### src/rtl/sram_access_arbiter.sv
// Two-requester (CPU read/write, video read-only) sequencer for a single asynchronous SRAM port.
// All chip strobes, acks and read data are registered; reset aborts any access in flight.
`timescale 1ns/1ps
module sram_access_arbiter #(
  parameter int unsigned ADDR_W         = 20,
  parameter int unsigned DATA_W         = 16,
  parameter int unsigned RD_CYCLES      = 2,
  parameter int unsigned WR_CYCLES      = 2,
  parameter int unsigned VID_STREAK_MAX = 4
) (
  input  logic              clk,
  input  logic              rst_n,
  input  logic              cpu_req,
  input  logic              cpu_we,
  input  logic [ADDR_W-1:0] cpu_addr,
  input  logic [DATA_W-1:0] cpu_wdata,
  output logic [DATA_W-1:0] cpu_rdata,
  output logic              cpu_ack,
  input  logic              vid_req,
  input  logic [ADDR_W-1:0] vid_addr,
  output logic [DATA_W-1:0] vid_rdata,
  output logic              vid_ack,
  output logic [ADDR_W-1:0] sram_addr,
  output logic [DATA_W-1:0] sram_dq_out,
  output logic              sram_dq_oe,
  input  logic [DATA_W-1:0] sram_dq_in,
  output logic              mem_ce,
  output logic              mem_oe,
  output logic              mem_we,
  output logic              busy
);

  localparam int unsigned CntMax = (RD_CYCLES > WR_CYCLES) ? RD_CYCLES : WR_CYCLES;
  localparam int unsigned CntW   = $clog2(CntMax + 1);
  localparam int unsigned StkW   = $clog2(VID_STREAK_MAX + 1);
  localparam logic [CntW-1:0] RdLast = CntW'(RD_CYCLES - 1);
  localparam logic [CntW-1:0] WrLast = CntW'(WR_CYCLES - 1);
  localparam logic [StkW-1:0] StkMax = StkW'(VID_STREAK_MAX);

  typedef enum logic [1:0] {StIdle, StRead, StWrite, StDone} state_e;

  state_e            state_q, state_d;
  logic [CntW-1:0]   cnt_q, cnt_d;
  logic [StkW-1:0]   streak_q, streak_d;
  logic              vid_own_q, vid_own_d;
  logic [ADDR_W-1:0] addr_q, addr_d;
  logic [DATA_W-1:0] wdata_q, wdata_d;
  logic [DATA_W-1:0] cpu_rdata_q, cpu_rdata_d, vid_rdata_q, vid_rdata_d;
  logic              ce_q, ce_d, oe_q, oe_d, we_q, we_d, dqoe_q, dqoe_d;
  logic              cpu_ack_q, cpu_ack_d, vid_ack_q, vid_ack_d, busy_q, busy_d;

  always_comb begin
    state_d     = state_q;
    cnt_d       = cnt_q;
    streak_d    = streak_q;
    vid_own_d   = vid_own_q;
    addr_d      = addr_q;
    wdata_d     = wdata_q;
    cpu_rdata_d = cpu_rdata_q;
    vid_rdata_d = vid_rdata_q;

    unique case (state_q)
      StIdle: begin
        // Video has priority unless the CPU has already waited out a full streak.
        if (vid_req && !(cpu_req && streak_q == StkMax)) begin
          state_d   = StRead;
          vid_own_d = 1'b1;
          addr_d    = vid_addr;
          cnt_d     = '0;
          if (!cpu_req)                streak_d = '0;
          else if (streak_q != StkMax) streak_d = streak_q + StkW'(1);
        end else if (cpu_req) begin
          state_d   = cpu_we ? StWrite : StRead;
          vid_own_d = 1'b0;
          addr_d    = cpu_addr;
          wdata_d   = cpu_wdata;
          cnt_d     = '0;
          streak_d  = '0;
        end
      end
      StRead: begin
        if (cnt_q == RdLast) begin
          state_d = StDone;
          if (vid_own_q) vid_rdata_d = sram_dq_in;
          else           cpu_rdata_d = sram_dq_in;
        end else begin
          cnt_d = cnt_q + CntW'(1);
        end
      end
      StWrite: begin
        if (cnt_q == WrLast) state_d = StDone;
        else                 cnt_d   = cnt_q + CntW'(1);
      end
      StDone:  state_d = StIdle;
      default: state_d = StIdle;
    endcase

    // Strobes are decoded from the next state so they come straight out of flops.
    ce_d      = (state_d == StRead) || (state_d == StWrite);
    oe_d      = (state_d == StRead);
    dqoe_d    = (state_d == StWrite);
    we_d      = (state_d == StWrite) && (cnt_d != WrLast);
    cpu_ack_d = (state_d == StDone) && !vid_own_d;
    vid_ack_d = (state_d == StDone) && vid_own_d;
    busy_d    = (state_d != StIdle);
  end

  always_ff @(posedge clk or negedge rst_n) begin
    if (!rst_n) begin
      state_q     <= StIdle;
      cnt_q       <= '0;
      streak_q    <= '0;
      vid_own_q   <= 1'b0;
      addr_q      <= '0;
      wdata_q     <= '0;
      cpu_rdata_q <= '0;
      vid_rdata_q <= '0;
      ce_q        <= 1'b0;
      oe_q        <= 1'b0;
      we_q        <= 1'b0;
      dqoe_q      <= 1'b0;
      cpu_ack_q   <= 1'b0;
      vid_ack_q   <= 1'b0;
      busy_q      <= 1'b0;
    end else begin
      state_q     <= state_d;
      cnt_q       <= cnt_d;
      streak_q    <= streak_d;
      vid_own_q   <= vid_own_d;
      addr_q      <= addr_d;
      wdata_q     <= wdata_d;
      cpu_rdata_q <= cpu_rdata_d;
      vid_rdata_q <= vid_rdata_d;
      ce_q        <= ce_d;
      oe_q        <= oe_d;
      we_q        <= we_d;
      dqoe_q      <= dqoe_d;
      cpu_ack_q   <= cpu_ack_d;
      vid_ack_q   <= vid_ack_d;
      busy_q      <= busy_d;
    end
  end

  assign cpu_rdata   = cpu_rdata_q;
  assign vid_rdata   = vid_rdata_q;
  assign cpu_ack     = cpu_ack_q;
  assign vid_ack     = vid_ack_q;
  assign sram_addr   = addr_q;
  assign sram_dq_out = wdata_q;
  assign sram_dq_oe  = dqoe_q;
  assign mem_ce      = ce_q;
  assign mem_oe      = oe_q;
  assign mem_we      = we_q;
  assign busy        = busy_q;

endmodule
### config.mk
export PLATFORM = sky130hd
export DESIGN_NAME = sram_access_arbiter
export DESIGN_NICKNAME = d
export VERILOG_FILES = /design/src/rtl/sram_access_arbiter.sv
export SDC_FILE = /design/constraint.sdc
export NUM_CORES = 1
export LEC_CHECK = 0
export BUFFER_PORTS_ARGS = -buffer_cell sky130_fd_sc_hd__buf_4
export CORE_MARGIN = 5
export CORE_UTILIZATION = 48
export CTS_CLUSTER_DIAMETER = 80
export CTS_CLUSTER_SIZE = 12
export DETAILED_ROUTE_END_ITERATION = 10
export PLACE_DENSITY = 0.9
export SKIP_CTS_REPAIR_TIMING = 1
export SYNTH_ARGS = -nofsm -noshare
export SYNTH_HDL_FRONTEND = slang
export SYNTH_SLANG_ARGS = --single-unit
export TNS_END_PERCENT = 20
### constraint.sdc
create_clock -name clk -period 2.2 [get_ports clk]
set_input_delay 0.44 -clock clk [delete_from_list [all_inputs] [get_ports clk]]
set_output_delay 0.44 -clock clk [all_outputs]
set_load 0.01 [all_outputs]
* After elaboration in Yosys (flattened, before gate mapping)
Index checks and enable logic that the tools add are counted.
** Word-level totals
- Bits in registers :: 83
- Latch bits :: 0
- RAM bits :: 0
- Bits in read-only memories :: 0
- Input bits :: 77
- Output and inout port bits :: 75
- Word-level logic and storage cells :: 65
- Memories kept :: 0
** Operators by class
- Add/subtract/negate cells :: 2
- $mul :: 0
- Div/mod/pow operators :: 0
- Order comparisons :: 0
- Equality and inequality tests :: 11
- Shift operators :: 0
- Mux-type cells :: 18
- Bitwise logic cells :: 2
- Reduce and logical (&&, ||, !) cells :: 17
** Operators with widths (count)
- 20-bit two-way mux :: 2
- 2-bit two-way mux :: 7
- 3-bit two-way mux :: 4
- 3-bit AND reduction :: 4
- 2-bit equality test, second input constant :: 4
- 2-bit by 1-bit equality test with 1-bit output, second input constant :: 3
- 2-bit one-hot mux with 3 select lines :: 1
- 1-bit logical AND :: 5
- 2-bit one-hot mux with 2 select lines :: 1
- 2-bit nonzero test :: 2
- 3-bit by 1-bit adder with 3-bit output, second input constant :: 1
- 3-bit equality test, second input constant :: 1
- 1-bit two-way mux :: 3
- 3-bit by 2-bit inequality test with 1-bit output, second input constant :: 1
- 3-bit inequality test, second input constant :: 1
- 2-bit by 1-bit adder with 2-bit output, second input constant :: 1
- 1-bit logical NOT :: 2
- 2-bit logical NOT :: 1
- 2-bit by 1-bit inequality test with 1-bit output, second input constant :: 1
- 1-bit NOT :: 2
- 2-bit AND reduction :: 1
- 2-bit OR reduction :: 1
- 1-bit logical OR :: 1

* Depth between registers and ports, before layout
Gate-level depths: netlist (run 1).
- Depth after elaboration :: 8
- Mapped depth :: 8
- Gate-level depth less buffers :: 7

* Worst setup path after synthesis (run 1)
Ideal clock, no wire load.
- Path type :: register to register
- Start :: register streak_q[0]
- End :: register vid_ack_q (netlist: vid_ack)
- Library setup time :: 0.127 ns
- Data arrival time :: 1.699 ns
- Data required time :: 2.073 ns
- Slack :: 0.373 ns
- Cell stages (with the launch flop) :: 8
- Path buffers :: 0
- Clock period less this slack :: 1.827 ns
- Path through :: dfrtp_1 > inv_1 > ha_1 > nand3_1 > a2111o_1 > and3_1 > ha_1 > nor2b_1
** Between the ends
- Cells in the longest elaborated chain, start to end :: 8
- Elaborated cells on any way between the ends :: 10
- Classes of those cells :: eq/ne (2); mux (4); reduce/logical (4)
** Ends and longest elaborated chain
- from (decl) :: RTL line 44 : logic [StkW-1:0] streak_q, streak_d;
- from (signal assigned) :: RTL line 128 : streak_q <= streak_d;
- 3-bit equality test :: RTL line 65 : if (vid_req && !(cpu_req && streak_q == StkMax)) begin
- 1-bit logical AND :: RTL line 65
- 1-bit logical NOT :: RTL line 65
- 1-bit logical AND :: RTL line 65
- 2-bit two-way mux :: RTL line 65
- 2-bit one-hot mux with 3 select lines :: RTL line 62 : unique case (state_q)
- via state_d[0] :: RTL line 42 : state_e state_q, state_d;
- 2-bit equality test :: RTL line 104 : vid_ack_d = (state_d == StDone) && vid_own_d;
- 1-bit logical AND :: RTL line 104
- via vid_ack_d :: RTL line 50 : logic cpu_ack_q, cpu_ack_d, vid_ack_q, vid_ack_d, busy_q, busy_d;
- to (signal assigned) :: RTL line 139 : vid_ack_q <= vid_ack_d;
- to (decl) :: RTL line 50
The timed path passes the listed nets, and every way through them passes these cells.
A chain may end at the register's enable or synchronous reset.

* Final worst setup path (run 1)
- Start :: register state_q[1]
- End :: register vid_ack_q (netlist: vid_ack)
** Between the ends
- Cells in the longest elaborated chain, start to end :: 5
- Elaborated cells on any way between the ends :: 12
- Classes of those cells :: eq/ne (4); mux (5); reduce/logical (3)
** Ends and longest elaborated chain
- from (decl) :: RTL line 42
- from (signal assigned) :: RTL line 110 : state_q <= StIdle;
- from (signal assigned) :: RTL line 126 : state_q <= state_d;
- 2-bit equality test or 2-bit by 1-bit equality test with 1-bit output (tied branches) :: RTL line 62
- 2-bit OR reduction (no line)
- 2-bit one-hot mux with 3 select lines (*) :: RTL line 62
- via state_d[0] :: RTL line 42
- 2-bit equality test (*) :: RTL line 104
- 1-bit logical AND (*) :: RTL line 104
- via vid_ack_d :: RTL line 50
The timed path passes the listed nets; every way through them passes the cells marked *.

==> flow_metrics.py, run 1 <==
metrics = {
    "outcome": {
        "status": "finished, final reports clean",
    },
    "yosys": {
        "synth_xor_area_share_pct": 0,
        "synth.area.top_cells": "dfrtp_1, mux2_2, a31oi_1",
        "synth_top_family_by_area": "multiplexers",
        "synth_nets": 378,
        "synth_edf_count": 0,
        "ys_warn_count": 0,
        "ys.flop_type": "dfrtp_1",
        "syn_inst": 292,
        "synthArstFlopShare_pct": 100,
        "seq_area_frac_synth_pct": 58.1,
        "synthMuxAreaShare_pct": 15.1,
        "synth-compound-area-share_pct": 10.9,
        "synth_area_um2": 3570,
        "synthMostInstantiatedCell": "dfrtp_1",
        "synth_seq_cells": 83,
        "synthAdderAreaFrac_pct": 3.15,
        "yosysTopAreaCellShare_pct": 58.1,
        "yosysUniqueCellTypes": 36,
        "synth_top_area_cell": "dfrtp_1",
        "synth-simple-area-share_pct": 9.00,
        "syn_area_per_cell_um2": 12.2,
        "synth_commonest_cells": "dfrtp_1, mux2_2, nand3_1, nor2_1, o21ai_0",
    },
    "finish": {
        "fin_nets": 529,
        "multi_input_area_um2": 1360,
        "nFillCells": 498,
        "syn_to_final_growth_pct": 40.5,
        "diodes": 0,
        "drive_above_1_share_pct": 50.7,
        "seq_area_um2": 2080,
    },
    "routing": {
        "wl_met1_mm": 3.56,
        "vias": 2868,
        "drt-initial-drc-count": 120,
        "drc_errors": 0,
        "route.met2.wl_mm": 4.23,
        "wl_met3_um": 958,
        "via_per_inst": 5.24,
        "wirelength_mm": 8.86,
        "wl_per_cell_um": 16.2,
        "top_layer": "met4",
        "drt-pass1-iter-count": 4,
        "postRouteAntennaNets": 0,
    },
    "clock_tree": {
        "cts_tree": "done",
        "clock_path_buffers": 2,
        "clkSinkCount": 83,
        "htree_levels": 3,
        "clk_pin_slew_ns": 0.09,
        "clockRootBuffer": "clkbuf_8",
        "clkLatencyLatePin_ns": 0.35,
        "cts_inserted_buffers": 9,
    },
    "power": {
        "p_sw_mw": 2.53,
        "switching_share_pct": 34.8,
        "total_power_mw": 7.27,
        "pwr-share-seq_pct": 37.7,
        "p_leak_nw": 2.39,
        "p_int_mw": 4.74,
        "powerDensity_nw_per_um2": 1450,
        "pwr-share-comb_pct": 45.7,
        "clkPwrFrac_pct": 16.6,
        "ir_drop_mv": 0.634,
    },
    "sta": {
        "fin_crit_sh_pct": 93.1,
        "drv_slew": 0,
        "slew_headroom_pct": 59.1,
        "fmax_mhz": 488,
        "worst_pin_slew_ns": 0.613,
        "rsz0062_at_grt": "false",
        "tns_ns": 0,
        "finalHoldViolations": 0,
        "setup_violations": 0,
        "period_minus_slack_ns": 2.05,
        "fin_skew_ns": 0.00928,
    },
    "worst_setup_path": {
        "ff2ff_path_depth": 7,
        "worst_setup_path_start_kind": "flip-flop",
        "end_kind": "flip-flop",
        "worst_path_largest_cell_delay_ns": 0.43,
        "required_ns": 2.43,
        "crit_chain": "inv_1, ha_1, inv_1, a2111o_1, and3_1, ha_1, nor2b_1",
        "critPathKind": "flip-flop to flip-flop",
        "reg2reg_from": "state_q[1]$_DFF_PN0_",
        "critPathSlowestCell": "dfrtp_1",
        "cp_max_fo": 9,
        "critical_path_arrival_ns": 2.27,
        "endpoint": "vid_ack$_DFF_PN0_",
        "reg2reg_slack_ns": 0.15,
        "startpoint": "state_q[1]$_DFF_PN0_",
        "r2r_end": "vid_ack$_DFF_PN0_",
    },
    "placed_design": {
        "routabilityCongestion": 0.820,
        "dp_hpwl_mm": 6.52,
        "portBuffers": 151,
    },
    "die": {
        "die_width_um": 96.3,
        "core.rowCount": 31,
        "die_height_um": 96.3,
        "start_util_pct": 49.3,
        "design.core.area_um2": 7250,
        "io_pins": 152,
        "dieArea_um2": 9270,
    },
    "worst_hold_path": {
        "hold_path.class": "primary input to asynchronous set/reset pin",
    },
    "global_route": {
        "grt_pass1_wl_mm": 14.1,
        "grt_overflow": 0,
        "grt_pass1_vias": 2934,
        "grt_antenna_before_repair": 0,
        "grt_usage_pct": 20.0,
        "grt_max_degree": 47,
    },
    "flow_run": {
        "drv_cap": 0,
    },
}
-- critical path, delay by kind of cell, from the launching register on --
family          cells  cell delay [ns]
fa+ha+maj           2             0.54
compound gates      1             0.38
buf+inv             2             0.24
flops               1             0.43
simple gates        2             0.34
-- layout make-up --
type                    instances  area share (%)
clock inverters                 7            1.97
flip-flops and latches         83            41.4
clock buffers                   9            2.47
multi-input cells             181            27.1
inverters                      10           0.747
well taps                      99            2.47
repair buffers                158            23.9
-- flip-flops by register name (all words and copies together), names as in the netlist, 2 cells and up --
signal	cells
cnt_q	2
streak_q	3
state_q	2
sram_addr	20
vid_rdata	16
cpu_rdata	16
sram_dq_out	16
-- kinds of logic (layout without fill, tap and decap cells) --
family | after synthesis | count (layout)
fa+ha+maj | 9 | 9
simple gates | 63 | 63
mux | 48 | 48
buf+inv | 28 | 184
flops | 83 | 83
compound gates | 61 | 61
-- placed cells by master, fill, tap and decap left out, types with 2 or more instances in the layout --
master     synthesis  routed
nor2_1            24      24
inv_1             10      10
o21ai_0           23      23
nor2b_1            2       2
a211oi_1           2       2
nand3_1           24      24
a21o_1             2       2
mux2_2            48      48
nand2_1            3       3
bufinv_16          0       2
clkbuf_8           0       9
nand2b_1           3       3
a21oi_1            2       2
buf_4              4     157
ha_1               9       9
inv_6              0       2
a31oi_1           21      21
and3_1             2       2
dfrtp_1           83      83
-- layer usage --
metal  vias up  global-route usage (%)
li1       1343                       -
met1      1376                    24.1
met2       140                    33.4
met3         9                    6.72
met4         0                    6.99
met5         -                       0
-- worst min path at each step --
| stage | start | to | slack, ns |
|---|---|---|---|
| floorplan | rst_n | busy$_DFF_PN0_ | 0.14 |
| global placement | rst_n | cpu_rdata[15]$_DFFE_PN0P_ | 0.44 |
| detailed placement | rst_n | vid_rdata[6]$_DFFE_PN0P_ | 0.44 |
| CTS | rst_n | vid_rdata[6]$_DFFE_PN0P_ | 0.06 |
| global route | rst_n | cpu_rdata[6]$_DFFE_PN0P_ | 0.07 |
| finish | rst_n | cpu_rdata[14]$_DFFE_PN0P_ | 0.05 |
-- power groups by stage --
stage	combinational (mW)	clock [mW]	sequential, mW
2_1_floorplan	1.46	0	3.03
3_3_place_gp	3.24	0	2.71
3_5_place_dp	3.36	0	2.77
4_1_cts	3.38	1.25	2.75
5_1_grt	3.66	1.32	2.83
6_report	3.32	1.20	2.74
-- stage by stage --
step	worst slack, ns	cell area (µm²)	utilization (%)	cells	hold slack [ns]
6_report	0.152	5020	69.2	547	0.0545
5_1_grt	0.0682	5020	69.2	547	0.0664
4_1_cts	0.171	5020	69.2	547	0.0579
3_5_place_dp	0.183	4800	66.2	531	0.442
3_3_place_gp	0.314	4800	66.2	531	0.436
2_1_floorplan	0.373	3570	-	292	0.144
Power figures use the tool's default switching activity.
==> inputs of run 2 (changes only) <==
- CORE_MARGIN: 5 -> 2
- REMOVE_ABC_BUFFERS: unset -> 1
==> run 2 against run 1 <==
Net effect: non-clock buffer count stayed put; critical path depth stayed put; setup slack worse by 0.0083 ns; fmax is 0.41% lower; clock power is 11% higher; utilization is 0.79 points higher; largest cell class unchanged; largest power group unchanged.
==> flow_metrics.py, run 2 (same netlist as run 1, synthesis figures left out) <==
metrics = {
    "finish": {
        "mostFrequentLayoutCells": "buf_4, dfrtp_1, mux2_2",
        "largest_reg_flops": 20,
        "fin_nets": 529,
        "finalNonFillerCells": 547,
        "post-route-util_pct": 70.0,
        "diodes": 0,
        "syn_to_final_growth_pct": 41.4,
        "drive_above_1_share_pct": 50.4,
        "layout_commonest_cell": "buf_4",
    },
    "sta": {
        "drv_slew": 0,
        "fin_hold_ws_ns": 0.320,
        "fmax_mhz": 486,
        "setup_violations": 0,
        "rsz0062_at_grt": "false",
        "fin_crit_sh_pct": 93.5,
        "slew_headroom_pct": 52.7,
        "finalHoldViolations": 0,
        "fin_skew_ns": 0.0103,
        "period_minus_slack_ns": 2.06,
        "worst_pin_slew_ns": 0.709,
    },
    "global_route": {
        "grt_overflow": 0,
        "grt_pass1_wl_mm": 14.7,
        "grt_max_degree": 42,
        "grt_pass1_vias": 3003,
        "grt_antenna_before_repair": 0,
        "grt_usage_pct": 22.3,
    },
    "worst_setup_path": {
        "worst_path_largest_cell_delay_ns": 0.44,
        "worst_setup_path_start_kind": "flip-flop",
        "critPathSlowestCell": "dfrtp_1",
        "cp_max_fo": 9,
        "crit_chain": "inv_1, ha_1, inv_1, a2111o_1, and3_1, ha_1, nor2b_1",
        "end_kind": "flip-flop",
        "critical_path_arrival_ns": 2.28,
        "required_ns": 2.43,
        "critPathKind": "flip-flop to flip-flop",
    },
    "placed_design": {
        "routabilityCongestion": 0.789,
        "dpl.cell_count": 530,
        "dp_hpwl_mm": 6.33,
        "portBuffers": 151,
    },
    "die": {
        "start_util_pct": 49.5,
        "design.core.area_um2": 7210,
        "core.rowCount": 31,
        "dieArea_um2": 8150,
        "die_height_um": 90.3,
        "io_pins": 152,
        "die_width_um": 90.3,
    },
    "routing": {
        "via_per_inst": 5.34,
        "wirelength_mm": 8.77,
        "postRouteAntennaNets": 0,
        "drt-initial-drc-count": 108,
        "drc_errors": 0,
        "vias": 2921,
        "drt-pass1-iter-count": 4,
        "wl_per_cell_um": 16.0,
    },
    "clock_tree": {
        "cts_tree": "done",
        "clockRootBuffer": "clkbuf_8",
        "clkSinkCount": 83,
        "clock_path_buffers": 2,
        "cts_inserted_buffers": 9,
        "clkLatencyLatePin_ns": 0.35,
        "htree_levels": 3,
        "clk_pin_slew_ns": 0.08,
    },
    "power": {
        "p_leak_nw": 2.41,
        "ir_drop_mv": 0.650,
        "powerDensity_nw_per_um2": 1460,
    },
    "outcome": {
        "status": "finished, final reports clean",
    },
    "worst_hold_path": {
        "hold_path.class": "primary input to flip-flop",
    },
    "flow_run": {
        "drv_cap": 0,
    },
}
run 2: cell type report:
class | instances | area (µm²)
Fill cell | 546 | 2160
Sequential cell | 83 | 2080
Multi-Input combinational cell | 181 | 1360
Timing Repair Buffer | 158 | 1200
Clock buffer | 10 | 138
Tap cell | 99 | 124
Clock inverter | 6 | 113
Inverter | 10 | 37.5
run 2: worst max-delay path: cells and delay by family (launching register included):
kind	cells	cell delay, ns
buffers and inverters	2	0.25
adders and majority gates	2	0.54
AOI/OAI and AO/OA	1	0.37
and+or+nand+nor	2	0.33
DFF	1	0.44
run 2: final timing paths:
path                                          startpoint                          end  slack (ns)  cells past startpoint
worst max register to register      state_q[1]$_DFF_PN0_            vid_ack$_DFF_PN0_        0.14                      7
min in group asynchronous                          rst_n     vid_rdata[0]$_DFFE_PN0P_        0.51                      2
worst min register to register  cpu_rdata[2]$_DFFE_PN0P_     cpu_rdata[2]$_DFFE_PN0P_        0.51                      1
worst min-delay path                       cpu_wdata[11]  sram_dq_out[11]$_DFFE_PN0P_        0.32                      2
worst max-delay path                state_q[1]$_DFF_PN0_            vid_ack$_DFF_PN0_        0.14                      7
max in group asynchronous                          rst_n          vid_own_q$_DFF_PN0_        1.09                      3
run 2: through the flow:
stage	power (mW)	cell area (µm²)	worst slack, ns	setup TNS [ns]
2_1_floorplan	4.42	3480	-0.0305	-0.0736
3_3_place_gp	5.93	4790	0.312	0
3_5_place_dp	6.12	4790	0.179	0
4_1_cts	7.46	5040	0.167	0
5_1_grt	7.87	5050	0.0422	0
6_report	7.39	5050	0.144	0
run 2: layer usage:
layer	up-vias	global-route usage, %	wire length (µm)
met5	-	0	0
met4	0	6.92	137
met3	18	5.01	489
met2	124	38.8	4540
met1	1435	27.7	3600
li1	1344	-	-
run 2: report_power, final:
group / switching, mW / internal (mW) / total (mW)
logic: 1.53 / 1.79 / 3.32
registers: 0.453 / 2.30 / 2.75
clock network: 0.540 / 0.787 / 1.33
total: 2.52 / 4.87 / 7.39
